--- src/rtl/uart_receiver_if.sv ---
// Serial receiver link bundle: line configuration and Rx in, received byte and status out.
// The master side drives the line and its settings; the slave side is the receiver.
interface uart_receiver_if;
  logic [1:0] BaudRate;
  logic [1:0] ParityMode;
  logic       StopBits;
  logic       Rx;
  logic [7:0] RxData;
  logic       RxValid;
  logic       ParityErr;
  logic       FrameErr;
  logic       RxBusy;

  modport master (
    output BaudRate, ParityMode, StopBits, Rx,
    input  RxData, RxValid, ParityErr, FrameErr, RxBusy
  );

  modport slave (
    input  BaudRate, ParityMode, StopBits, Rx,
    output RxData, RxValid, ParityErr, FrameErr, RxBusy
  );
endinterface

--- src/rtl/uart_receiver.sv ---
// UART receiver: 16x oversampling with a 3-sample mid-bit majority vote, optional parity,
// one or two stop bits, and a single-cycle delivery strobe carrying parity/framing status.
//
// state     | meaning
// ----------+-------------------------------------------------------------
// IDLE      | line idle, watching for a 1->0 edge
// START     | confirm the start bit at mid-bit (a high vote means glitch)
// DATA      | shift in 8 data bits, LSB first
// PARITY    | check the parity bit against the received data
// STOP1     | first stop bit; delivers the frame unless two stop bits are set
// STOP2     | second stop bit; delivers the frame
// WAIT_HIGH | framing error seen, hold off until the line returns high
module uart_receiver #(
  parameter int unsigned DIV_0 = 326,
  parameter int unsigned DIV_1 = 163,
  parameter int unsigned DIV_2 = 54,
  parameter int unsigned DIV_3 = 27
) (
  input  logic            CLK,
  input  logic            RST,
  uart_receiver_if.slave  rx_if
);

  typedef enum logic [2:0] {
    IDLE, START, DATA, PARITY, STOP1, STOP2, WAIT_HIGH
  } state_t;

  state_t     state_q, state_d;
  logic       rx_meta_q, rx_meta_d;
  logic       rx_sync_q, rx_sync_d;
  logic       rx_prev_q, rx_prev_d;
  logic [8:0] div_cnt_q, div_cnt_d;
  logic [3:0] tick_cnt_q, tick_cnt_d;
  logic [2:0] bit_idx_q, bit_idx_d;
  logic [7:0] shift_q, shift_d;
  logic       s6_q, s6_d;
  logic       s7_q, s7_d;
  logic       perr_q, perr_d;
  logic       ferr_q, ferr_d;
  logic [1:0] baud_q, baud_d;
  logic [1:0] pmode_q, pmode_d;
  logic       stop2_q, stop2_d;
  logic [7:0] rx_data_q, rx_data_d;
  logic       rx_valid_q, rx_valid_d;
  logic       parity_err_q, parity_err_d;
  logic       frame_err_q, frame_err_d;
  logic       busy_q, busy_d;

  logic [8:0] div_reload;
  logic       tick;
  logic       mid;
  logic       vote;
  logic       ferr_now;

  always_comb begin
    div_reload = 9'(DIV_3 - 1);
    case (baud_q)
      2'b00:   div_reload = 9'(DIV_0 - 1);
      2'b01:   div_reload = 9'(DIV_1 - 1);
      2'b10:   div_reload = 9'(DIV_2 - 1);
      default: div_reload = 9'(DIV_3 - 1);
    endcase
  end

  // Majority of the count-6, count-7 and current (count-8) samples.
  assign vote = (s6_q & s7_q) | (s6_q & rx_sync_q) | (s7_q & rx_sync_q);

  always_comb begin
    rx_meta_d    = rx_if.Rx;
    rx_sync_d    = rx_meta_q;
    rx_prev_d    = rx_sync_q;
    state_d      = state_q;
    div_cnt_d    = div_cnt_q;
    tick_cnt_d   = tick_cnt_q;
    bit_idx_d    = bit_idx_q;
    shift_d      = shift_q;
    s6_d         = s6_q;
    s7_d         = s7_q;
    perr_d       = perr_q;
    ferr_d       = ferr_q;
    baud_d       = baud_q;
    pmode_d      = pmode_q;
    stop2_d      = stop2_q;
    rx_data_d    = rx_data_q;
    rx_valid_d   = 1'b0;
    parity_err_d = parity_err_q;
    frame_err_d  = frame_err_q;
    tick         = 1'b0;
    mid          = 1'b0;
    ferr_now     = ferr_q | ~vote;

    if (state_q != IDLE) begin
      if (div_cnt_q == 9'd0) begin
        tick      = 1'b1;
        div_cnt_d = div_reload;
      end else begin
        div_cnt_d = div_cnt_q - 9'd1;
      end
    end

    if (tick) begin
      tick_cnt_d = tick_cnt_q + 4'd1;
      if (tick_cnt_q == 4'd6) s6_d = rx_sync_q;
      if (tick_cnt_q == 4'd7) s7_d = rx_sync_q;
      mid = (tick_cnt_q == 4'd8);
    end

    case (state_q)
      IDLE: begin
        div_cnt_d = 9'd0;
        if (rx_prev_q && !rx_sync_q) begin
          state_d    = START;
          tick_cnt_d = 4'd0;
          bit_idx_d  = 3'd0;
          perr_d     = 1'b0;
          ferr_d     = 1'b0;
          baud_d     = rx_if.BaudRate;
          pmode_d    = rx_if.ParityMode;
          stop2_d    = rx_if.StopBits;
        end
      end
      START: begin
        if (mid) begin
          state_d   = vote ? IDLE : DATA;
          bit_idx_d = 3'd0;
        end
      end
      DATA: begin
        if (mid) begin
          shift_d   = {vote, shift_q[7:1]};
          bit_idx_d = bit_idx_q + 3'd1;
          if (bit_idx_q == 3'd7) state_d = pmode_q[1] ? STOP1 : PARITY;
        end
      end
      PARITY: begin
        if (mid) begin
          if (vote != (^shift_q ^ pmode_q[0])) perr_d = 1'b1;
          state_d = STOP1;
        end
      end
      STOP1, STOP2: begin
        if (mid) begin
          ferr_d = ferr_now;
          if (state_q == STOP1 && stop2_q) begin
            state_d = STOP2;
          end else begin
            rx_data_d    = shift_q;
            parity_err_d = perr_q;
            frame_err_d  = ferr_now;
            rx_valid_d   = 1'b1;
            state_d      = ferr_now ? WAIT_HIGH : IDLE;
          end
        end
      end
      WAIT_HIGH: begin
        if (rx_sync_q) state_d = IDLE;
      end
      default: state_d = IDLE;
    endcase

    busy_d = (state_d != IDLE);
  end

  always_ff @(posedge CLK or posedge RST) begin
    if (RST) begin
      state_q      <= IDLE;
      rx_meta_q    <= 1'b1;
      rx_sync_q    <= 1'b1;
      rx_prev_q    <= 1'b1;
      div_cnt_q    <= 9'd0;
      tick_cnt_q   <= 4'd0;
      bit_idx_q    <= 3'd0;
      shift_q      <= 8'h00;
      s6_q         <= 1'b1;
      s7_q         <= 1'b1;
      perr_q       <= 1'b0;
      ferr_q       <= 1'b0;
      baud_q       <= 2'b00;
      pmode_q      <= 2'b00;
      stop2_q      <= 1'b0;
      rx_data_q    <= 8'h00;
      rx_valid_q   <= 1'b0;
      parity_err_q <= 1'b0;
      frame_err_q  <= 1'b0;
      busy_q       <= 1'b0;
    end else begin
      state_q      <= state_d;
      rx_meta_q    <= rx_meta_d;
      rx_sync_q    <= rx_sync_d;
      rx_prev_q    <= rx_prev_d;
      div_cnt_q    <= div_cnt_d;
      tick_cnt_q   <= tick_cnt_d;
      bit_idx_q    <= bit_idx_d;
      shift_q      <= shift_d;
      s6_q         <= s6_d;
      s7_q         <= s7_d;
      perr_q       <= perr_d;
      ferr_q       <= ferr_d;
      baud_q       <= baud_d;
      pmode_q      <= pmode_d;
      stop2_q      <= stop2_d;
      rx_data_q    <= rx_data_d;
      rx_valid_q   <= rx_valid_d;
      parity_err_q <= parity_err_d;
      frame_err_q  <= frame_err_d;
      busy_q       <= busy_d;
    end
  end

  assign rx_if.RxData    = rx_data_q;
  assign rx_if.RxValid   = rx_valid_q;
  assign rx_if.ParityErr = parity_err_q;
  assign rx_if.FrameErr  = frame_err_q;
  assign rx_if.RxBusy    = busy_q;

endmodule

--- src/flat_wrapper.sv ---
// flat-port wrapper written by rule: the top's interface ports become plain ports
module uart_receiver_flat 
#(
  parameter int unsigned DIV_0 = 326,
  parameter int unsigned DIV_1 = 163,
  parameter int unsigned DIV_2 = 54,
  parameter int unsigned DIV_3 = 27
)
  (CLK, RST, rx_if_BaudRate, rx_if_ParityMode, rx_if_StopBits, rx_if_Rx, rx_if_RxData, rx_if_RxValid, rx_if_ParityErr, rx_if_FrameErr, rx_if_RxBusy);
  uart_receiver_if rx_if_i ();
  input  logic CLK;
  input  logic RST;
  input wire logic [$bits(rx_if_i.BaudRate)-1:0] rx_if_BaudRate;
  input wire logic [$bits(rx_if_i.ParityMode)-1:0] rx_if_ParityMode;
  input wire logic [$bits(rx_if_i.StopBits)-1:0] rx_if_StopBits;
  input wire logic [$bits(rx_if_i.Rx)-1:0] rx_if_Rx;
  output wire logic [$bits(rx_if_i.RxData)-1:0] rx_if_RxData;
  output wire logic [$bits(rx_if_i.RxValid)-1:0] rx_if_RxValid;
  output wire logic [$bits(rx_if_i.ParityErr)-1:0] rx_if_ParityErr;
  output wire logic [$bits(rx_if_i.FrameErr)-1:0] rx_if_FrameErr;
  output wire logic [$bits(rx_if_i.RxBusy)-1:0] rx_if_RxBusy;
  assign rx_if_i.BaudRate = rx_if_BaudRate;
  assign rx_if_i.ParityMode = rx_if_ParityMode;
  assign rx_if_i.StopBits = rx_if_StopBits;
  assign rx_if_i.Rx = rx_if_Rx;
  assign rx_if_RxData = rx_if_i.RxData;
  assign rx_if_RxValid = rx_if_i.RxValid;
  assign rx_if_ParityErr = rx_if_i.ParityErr;
  assign rx_if_FrameErr = rx_if_i.FrameErr;
  assign rx_if_RxBusy = rx_if_i.RxBusy;
  uart_receiver #(.DIV_0(DIV_0), .DIV_1(DIV_1), .DIV_2(DIV_2), .DIV_3(DIV_3)) u_core (.CLK(CLK), .RST(RST), .rx_if(rx_if_i));
endmodule
--- config.mk ---
export PLATFORM = sky130hd
export DESIGN_NAME = uart_receiver_flat
export DESIGN_NICKNAME = d
export VERILOG_FILES = /design/src/rtl/uart_receiver_if.sv /design/src/rtl/uart_receiver.sv /design/src/flat_wrapper.sv
export SDC_FILE = /design/constraint.sdc
export NUM_CORES = 1
export LEC_CHECK = 0
export CELL_PAD_IN_SITES_DETAIL_PLACEMENT = 0
export CELL_PAD_IN_SITES_GLOBAL_PLACEMENT = 2
export CORE_MARGIN = 8
export CORE_UTILIZATION = 26
export DETAILED_ROUTE_END_ITERATION = 10
export DONT_BUFFER_PORTS = 1
export PLACE_DENSITY = 0.51
export SLEW_MARGIN = 25
export SYNTH_ARGS = -nofsm -noshare
export SYNTH_HDL_FRONTEND = slang
export SYNTH_SLANG_ARGS = --single-unit
--- constraint.sdc ---
create_clock -name CLK -period 4.6 [get_ports CLK]
set_input_delay 0.92 -clock CLK [delete_from_list [all_inputs] [get_ports CLK]]
set_output_delay 0.92 -clock CLK [all_outputs]
set_load 0.005 [all_outputs]
==> results of run 1 <==
cell type report:
cell class | instances | share of cell area (%)
flip-flops and latches | 51 | 45.3
multi-input cells | 165 | 42.8
well taps | 133 | 5.87
clock buffers | 5 | 2.43
clock inverters | 3 | 1.63
inverters | 9 | 1.19
repair buffers | 3 | 0.795
per-layer routing:
layer	share of wire (%)	vias to the layer above	global-route usage, %
met5	0	-	0
met4	1.1	0	2.89
met3	3.4	6	2.52
met2	46	16	14.3
met1	49	808	12.1
li1	-	811	-
stage by stage:
| step | util, % | setup WS [ns] |
|---|---|---|
| after global placement | 28.2 | 1.93 |
| after detailed placement | 28.2 | 1.93 |
| after floorplan | - | 2.46 |
| final | 29.4 | 1.97 |
| after CTS | 29.4 | 1.93 |
| after global routing | 29.4 | 1.74 |
cell families after synthesis:
group | Yosys count | synth area share, %
and+or+nand+nor | 82 | 17.3
DFF | 51 | 50.2
AOI/OAI and AO/OA | 33 | 8.91
muxes | 21 | 9.26
xor gates and xnor gates | 16 | 5.48
buffers and inverters | 15 | 2.55
adders and majority gates | 13 | 6.27
cell usage in the layout, fill, tap and decap left out, drive strengths merged, types with 6 or more instances in the layout:
cell type	Yosys	final
ha	12	12
inv	9	10
nor2	16	16
o21ai	7	7
nand2	32	32
xnor2	11	11
nor3	7	7
nand3	6	6
mux2	21	21
a21oi	6	6
dfrtp	46	46
critical path, cell delays in order (launching register included):
cell and delay, ns:
dfrtp_1 0.41, inv_1 0.09, ha_1 0.15, nor4b_4 0.41, nand3_2 0.23, nor2_1 0.83, mux2_2 0.41
Yosys cell counts, types with 2 or more instances:
master,number,share of area (%)
a211oi_1,5,1.5
a21oi_1,6,1.2
a31oi_1,3,0.73
clkbuf_1,4,0.59
dfrtp_1,46,45
dfstp_2,5,5.1
ha_1,12,5.9
inv_1,9,1.3
mux2_2,21,9.3
nand2_1,32,4.7
nand2b_1,4,0.98
nand3_1,5,0.98
nand3b_1,3,0.88
nor2_1,16,2.4
nor3_1,6,1.2
nor3b_1,2,0.59
o21ai_0,7,1.4
o31ai_1,4,1.2
or3_1,3,0.73
xnor2_1,11,3.8
xor2_1,5,1.7
worst max-delay path by stage:
stage,from,end,slack (ns),depth (start not counted)
final,u_core.div_cnt_q[0]$_DFF_PP0_,u_core.rx_if.ParityErr$_DFFE_PP0P_,1.97,6
after floorplan,RST,u_core.baud_q[0]$_DFFE_PP0P_,2.46,1
after global routing,u_core.div_cnt_q[0]$_DFF_PP0_,u_core.rx_if.RxData[0]$_DFFE_PP0P_,1.74,6
after detailed placement,u_core.div_cnt_q[0]$_DFF_PP0_,u_core.rx_if.RxData[6]$_DFFE_PP0P_,1.93,6
after CTS,u_core.div_cnt_q[0]$_DFF_PP0_,u_core.rx_if.ParityErr$_DFFE_PP0P_,1.93,6
after global placement,u_core.div_cnt_q[0]$_DFF_PP0_,u_core.rx_if.RxData[2]$_DFFE_PP0P_,1.93,6
registers in the layout (all words and copies together) (netlist names), 2 cells and up:
register	cells
u_core.shift_q	8
u_core.state_q	3
u_core.baud_q	2
u_core.rx_if.RxData	8
u_core.tick_cnt_q	4
u_core.pmode_q	2
u_core.div_cnt_q	9
u_core.bit_idx_q	3
report_power, final:
part | leakage [nW] | total, mW | switching (mW) | internal, mW
combinational | 0.513 | 0.316 | 0.176 | 0.140
sequential | 0.665 | 0.598 | 0.0825 | 0.516
clock | 0.0548 | 0.324 | 0.160 | 0.164
==> qor.txt, run 1 <==
clock buffer count from CTS: 5
Max Cap Viol: 0
Final Non-Filler Cells: 369
Placed Instance Area: 0.00272 sq mm
FMAX: 380 MHz
row count: 36
ys async rst share: 100%
hold path endpoint: u_core.rx_prev_d$_DFF_PP1_
r2r setup slk: 1.97 ns
Hold WS: 0.361 ns
Mapped Nets: 251
DP Wirelength: 3950 microns
P&R area growth vs syn: 10.9%
Total Routing Usage GR: 9.22%
area of the multi-input gates: 0.00121 sq mm
Post-Syn Area: 0.00255 sq mm
Initial Util: 26.5%
GPL Wtd Cong: 0.689
Final #Nets: 255
Cell Count Post-Placement: 361
Post CTS Setup Buffer Count: 0
# diodes: 0
Max rail drop VDD: 0.000110 V
H-tree depth: 2
Die Height: 115 microns
sequential fraction of the synthesis area: 50.2%
Fill cells: 1,017
fin crit period: 2.63 ns
Hold-fix buffers, CTS: 0
CP Max Fanout: 11
Post-Route Setup TNS: 0 ns
post-synthesis cell type count: 43
final worst-path cycle share: 57.2%
HP Class: register to register
crit path DAT: 2.83 ns
Antenna Nets Post-Route: 0
top_reg_cell synth: dfrtp_1
Crit. End Element: register
RSZ-0062 raised after global routing: false
critical path class: register to register
CP required: 4.80 ns
PD cells: 437 mW/mm^2
antenna violations before repair: 0
Clock Sinks: 51
Mean Syn Cell Area: 11.1 sq um
Synth Instances: 231
clk slew on worst S/H paths: 0.10 ns
Worst Setup Start Kind: register
total number of vias: 1,641
post-CTS resize count: 0
clk root buf: clkbuf_8
sequential cell area: 0.00128 sq mm
Slew Limit Fails: 0
RR Endpoint: u_core.rx_if.ParityErr$_DFFE_PP0P_
Slew @ Worst Pin: 1.02 ns
global-route wire length before repair: 9500 microns
number of synthesized flops with an enable pin: 0
initial drt markers: 72
clk_lat worst skew: 0.31 ns
DRT Wirelength: 5660 microns
Port Buffers: 0
Ports: 20
R2R depth: 6
Design Area, Final: 0.00283 sq mm
full die area: 0.0133 sq mm
hold path startpoint: u_core.rx_meta_q$_DFF_PP1_
RR Startpoint: u_core.div_cnt_q[0]$_DFF_PP0_
Slew HR: 31.6%
hold depth: 0
core area: 0.00964 sq mm
leak pwr: 1.23 nW
CTS tree: built
share of cells above drive strength 1: 20.3%
DRT Pass-1 Iters: 4
vias in the first global route: 1,759
final hold violation count: 0
Tot Pwr: 1.24 mW
FF+latch count, synth: 51
Setup Skew: 0.0102 ns
maximum buffer depth of the clock tree: 2
total gr overflow: 0
Avg WL per Cell: 15.3 microns
yosys warns: 0
Die W: 115 microns
vias per cell: 4.45
Final setup viols: 0
run status: completed
pin count of the biggest net entering global routing: 52
Residual DRC: 0
Note: power is estimated with default switching activity, not from simulation.
==> run 2, diff against run 1 <==
- PLACE_DENSITY: 0.51 -> 0.53
- clock period: 4.6 -> 2.3 ns (I/O delays scaled with it)
==> qor.txt, run 2 (synthesis results as in run 1) <==
run status: completed
Setup Skew: 0.00994 ns (-0.000299 ns)
initial drt markers: 57 (-21%)
max reg flops: 9 (unchanged)
clk root buf: clkbuf_8
HP Class: input pin to async pin
Antenna Nets Post-Route: 0 (unchanged)
leak pwr: 1.30 nW (+5.1%)
Tot Pwr: 2.52 mW (+100%)
GPL Wtd Cong: 0.713 (+3.5%)
total gr overflow: 0 (unchanged)
antenna violations before repair: 0 (unchanged)
clk_lat worst skew: 0.31 ns (about the same)
post-CTS resize count: 0 (unchanged)
Max rail drop VDD: 0.000229 V (+110%)
H-tree depth: 2 (unchanged)
crit path DAT: 2.27 ns (-0.56 ns)
clk slew on worst S/H paths: 0.10 ns (about the same)
RSZ-0062 raised after global routing: false
Max Cap Viol: 0 (unchanged)
DRT Wirelength: 5570 microns (-1.5%)
DRT Pass-1 Iters: 4 (unchanged)
Total Routing Usage GR: 8.99% (-0.23 points)
Residual DRC: 0 (unchanged)
P&R area growth vs syn: 14.4%
Hold WS: 0.0268 ns (-0.334 ns)
vias per cell: 4.45 (about the same)
fin util: 30.3% (+0.95 points)
# diodes: 0 (unchanged)
core area: 0.00964 sq mm (unchanged)
PD cells: 861 mW/mm^2 (+97%)
Worst Setup Start Kind: register
Slew HR: 69.8% (+38 points)
row count: 36 (unchanged)
Post CTS Setup Buffer Count: 0 (unchanged)
Avg WL per Cell: 14.6 microns (-4.6%)
CP Max Fanout: 6 (-5)
Hold-fix buffers, CTS: 0 (unchanged)
Fill cells: 1,050 (+3.2%)
Slew @ Worst Pin: 0.453 ns (-0.570 ns)
total number of vias: 1,695 (+3.3%)
clock buffer count from CTS: 5 (unchanged)
fin crit period: 2.08 ns (-0.547 ns)
critical path class: register to register
Final #Nets: 267 (+4.7%)
final hold violation count: 0 (unchanged)
maximum buffer depth of the clock tree: 2 (unchanged)
global-route wire length before repair: 9230 microns (-2.9%)
Crit. End Element: register
Post-Route Setup TNS: 0 ns (unchanged)
Die Height: 115 microns (unchanged)
CP required: 2.49 ns (-2.31 ns)
Ports: 20 (unchanged)
FMAX: 480 MHz (+26%)
Clock Sinks: 51 (unchanged)
DP Wirelength: 4190 microns (+6.1%)
vias in the first global route: 1,754 (-0.28%)
pin count of the biggest net entering global routing: 22 (-58%)
Initial Util: 26.5% (unchanged)
share of cells above drive strength 1: 24.2% (+3.9 points)
CTS tree: built
commonest non-fill, non-tap cell in the layout: dfrtp_1
Die W: 115 microns (unchanged)
largest reg by FF count: u_core.div_cnt_q
Port Buffers: 0 (unchanged)
Slew Limit Fails: 0 (unchanged)
Final setup viols: 0 (unchanged)
final worst-path cycle share: 90.6% (+33 points)
full die area: 0.0133 sq mm (unchanged)
commonest non-fill, non-tap cells in the layout: 46 x dfrtp_1, 32 x nand2_1, 21 x mux2_2
==> run 2: area by class of cell <==
cell class / instances / area, sq um / area share [%]
multi-input cells: 165 / 1210 / 41.5
well taps: 133 / 166 / 5.69
clock buffers: 5 / 68.8 / 2.35
clock inverters: 3 / 47.5 / 1.63
inverters: 9 / 33.8 / 1.16
flip-flops and latches: 51 / 1280 / 43.9
repair buffers: 15 / 113 / 3.85
==> run 2: where the power goes <==
group	switching (mW)	internal (mW)
clock network	0.322	0.330
registers	0.154	1.03
logic	0.367	0.315
total	0.843	1.68
==> run 2: worst paths after layout <==
kind                                               startpoint                               to  slack [ns]  depth (start not counted)
max in group asynchronous                                 RST       u_core.rx_meta_q$_DFF_PP1_        1.62                          2
worst min-delay path                                      RST  u_core.bit_idx_q[1]$_DFFE_PP0P_        0.03                          1
min in group CLK                                     rx_if_Rx       u_core.rx_meta_q$_DFF_PP1_        0.14                          0
worst max register to register  u_core.div_cnt_q[0]$_DFF_PP0_    u_core.rx_if.RxBusy$_DFF_PP0_        0.22                          7
worst min register to register     u_core.rx_meta_q$_DFF_PP1_       u_core.rx_prev_d$_DFF_PP1_        0.36                          0
worst max-delay path            u_core.div_cnt_q[0]$_DFF_PP0_    u_core.rx_if.RxBusy$_DFF_PP0_        0.22                          7
==> run 2: critical path: stages (launching register included) <==
cell and delay, ns:
dfrtp_1 0.42, inv_1 0.09, ha_1 0.14, nor4b_4 0.33, nand3_1 0.16, o31ai_1 0.37, nand3_1 0.14, or3_1 0.32
==> run 2: layer usage <==
| layer | wire length (microns) | up-vias | GRT usage (%) |
|---|---|---|---|
| li1 | - | 842 | - |
| met1 | 2630 | 827 | 11.5 |
| met2 | 2690 | 20 | 14.4 |
| met3 | 175 | 6 | 2.26 |
| met4 | 79 | 0 | 3.15 |
| met5 | 0 | - | 0 |
==> run 2: per-stage QoR <==
step | cell area [sq um] | instances | setup slack, ns
finish | 2920 | 381 | 0.216
CTS | 2920 | 381 | 0.159
floorplan | 2550 | 231 | 0.316
global placement | 2810 | 373 | 0.163
detailed placement | 2810 | 373 | 0.200
global route | 2920 | 381 | 0.0261
==> run 3, diff against run 2 <==
- SKIP_CTS_REPAIR_TIMING: unset -> 1
==> results of run 3 <==
Same layout as run 2: the final DEF is identical, and so are final timing and power.
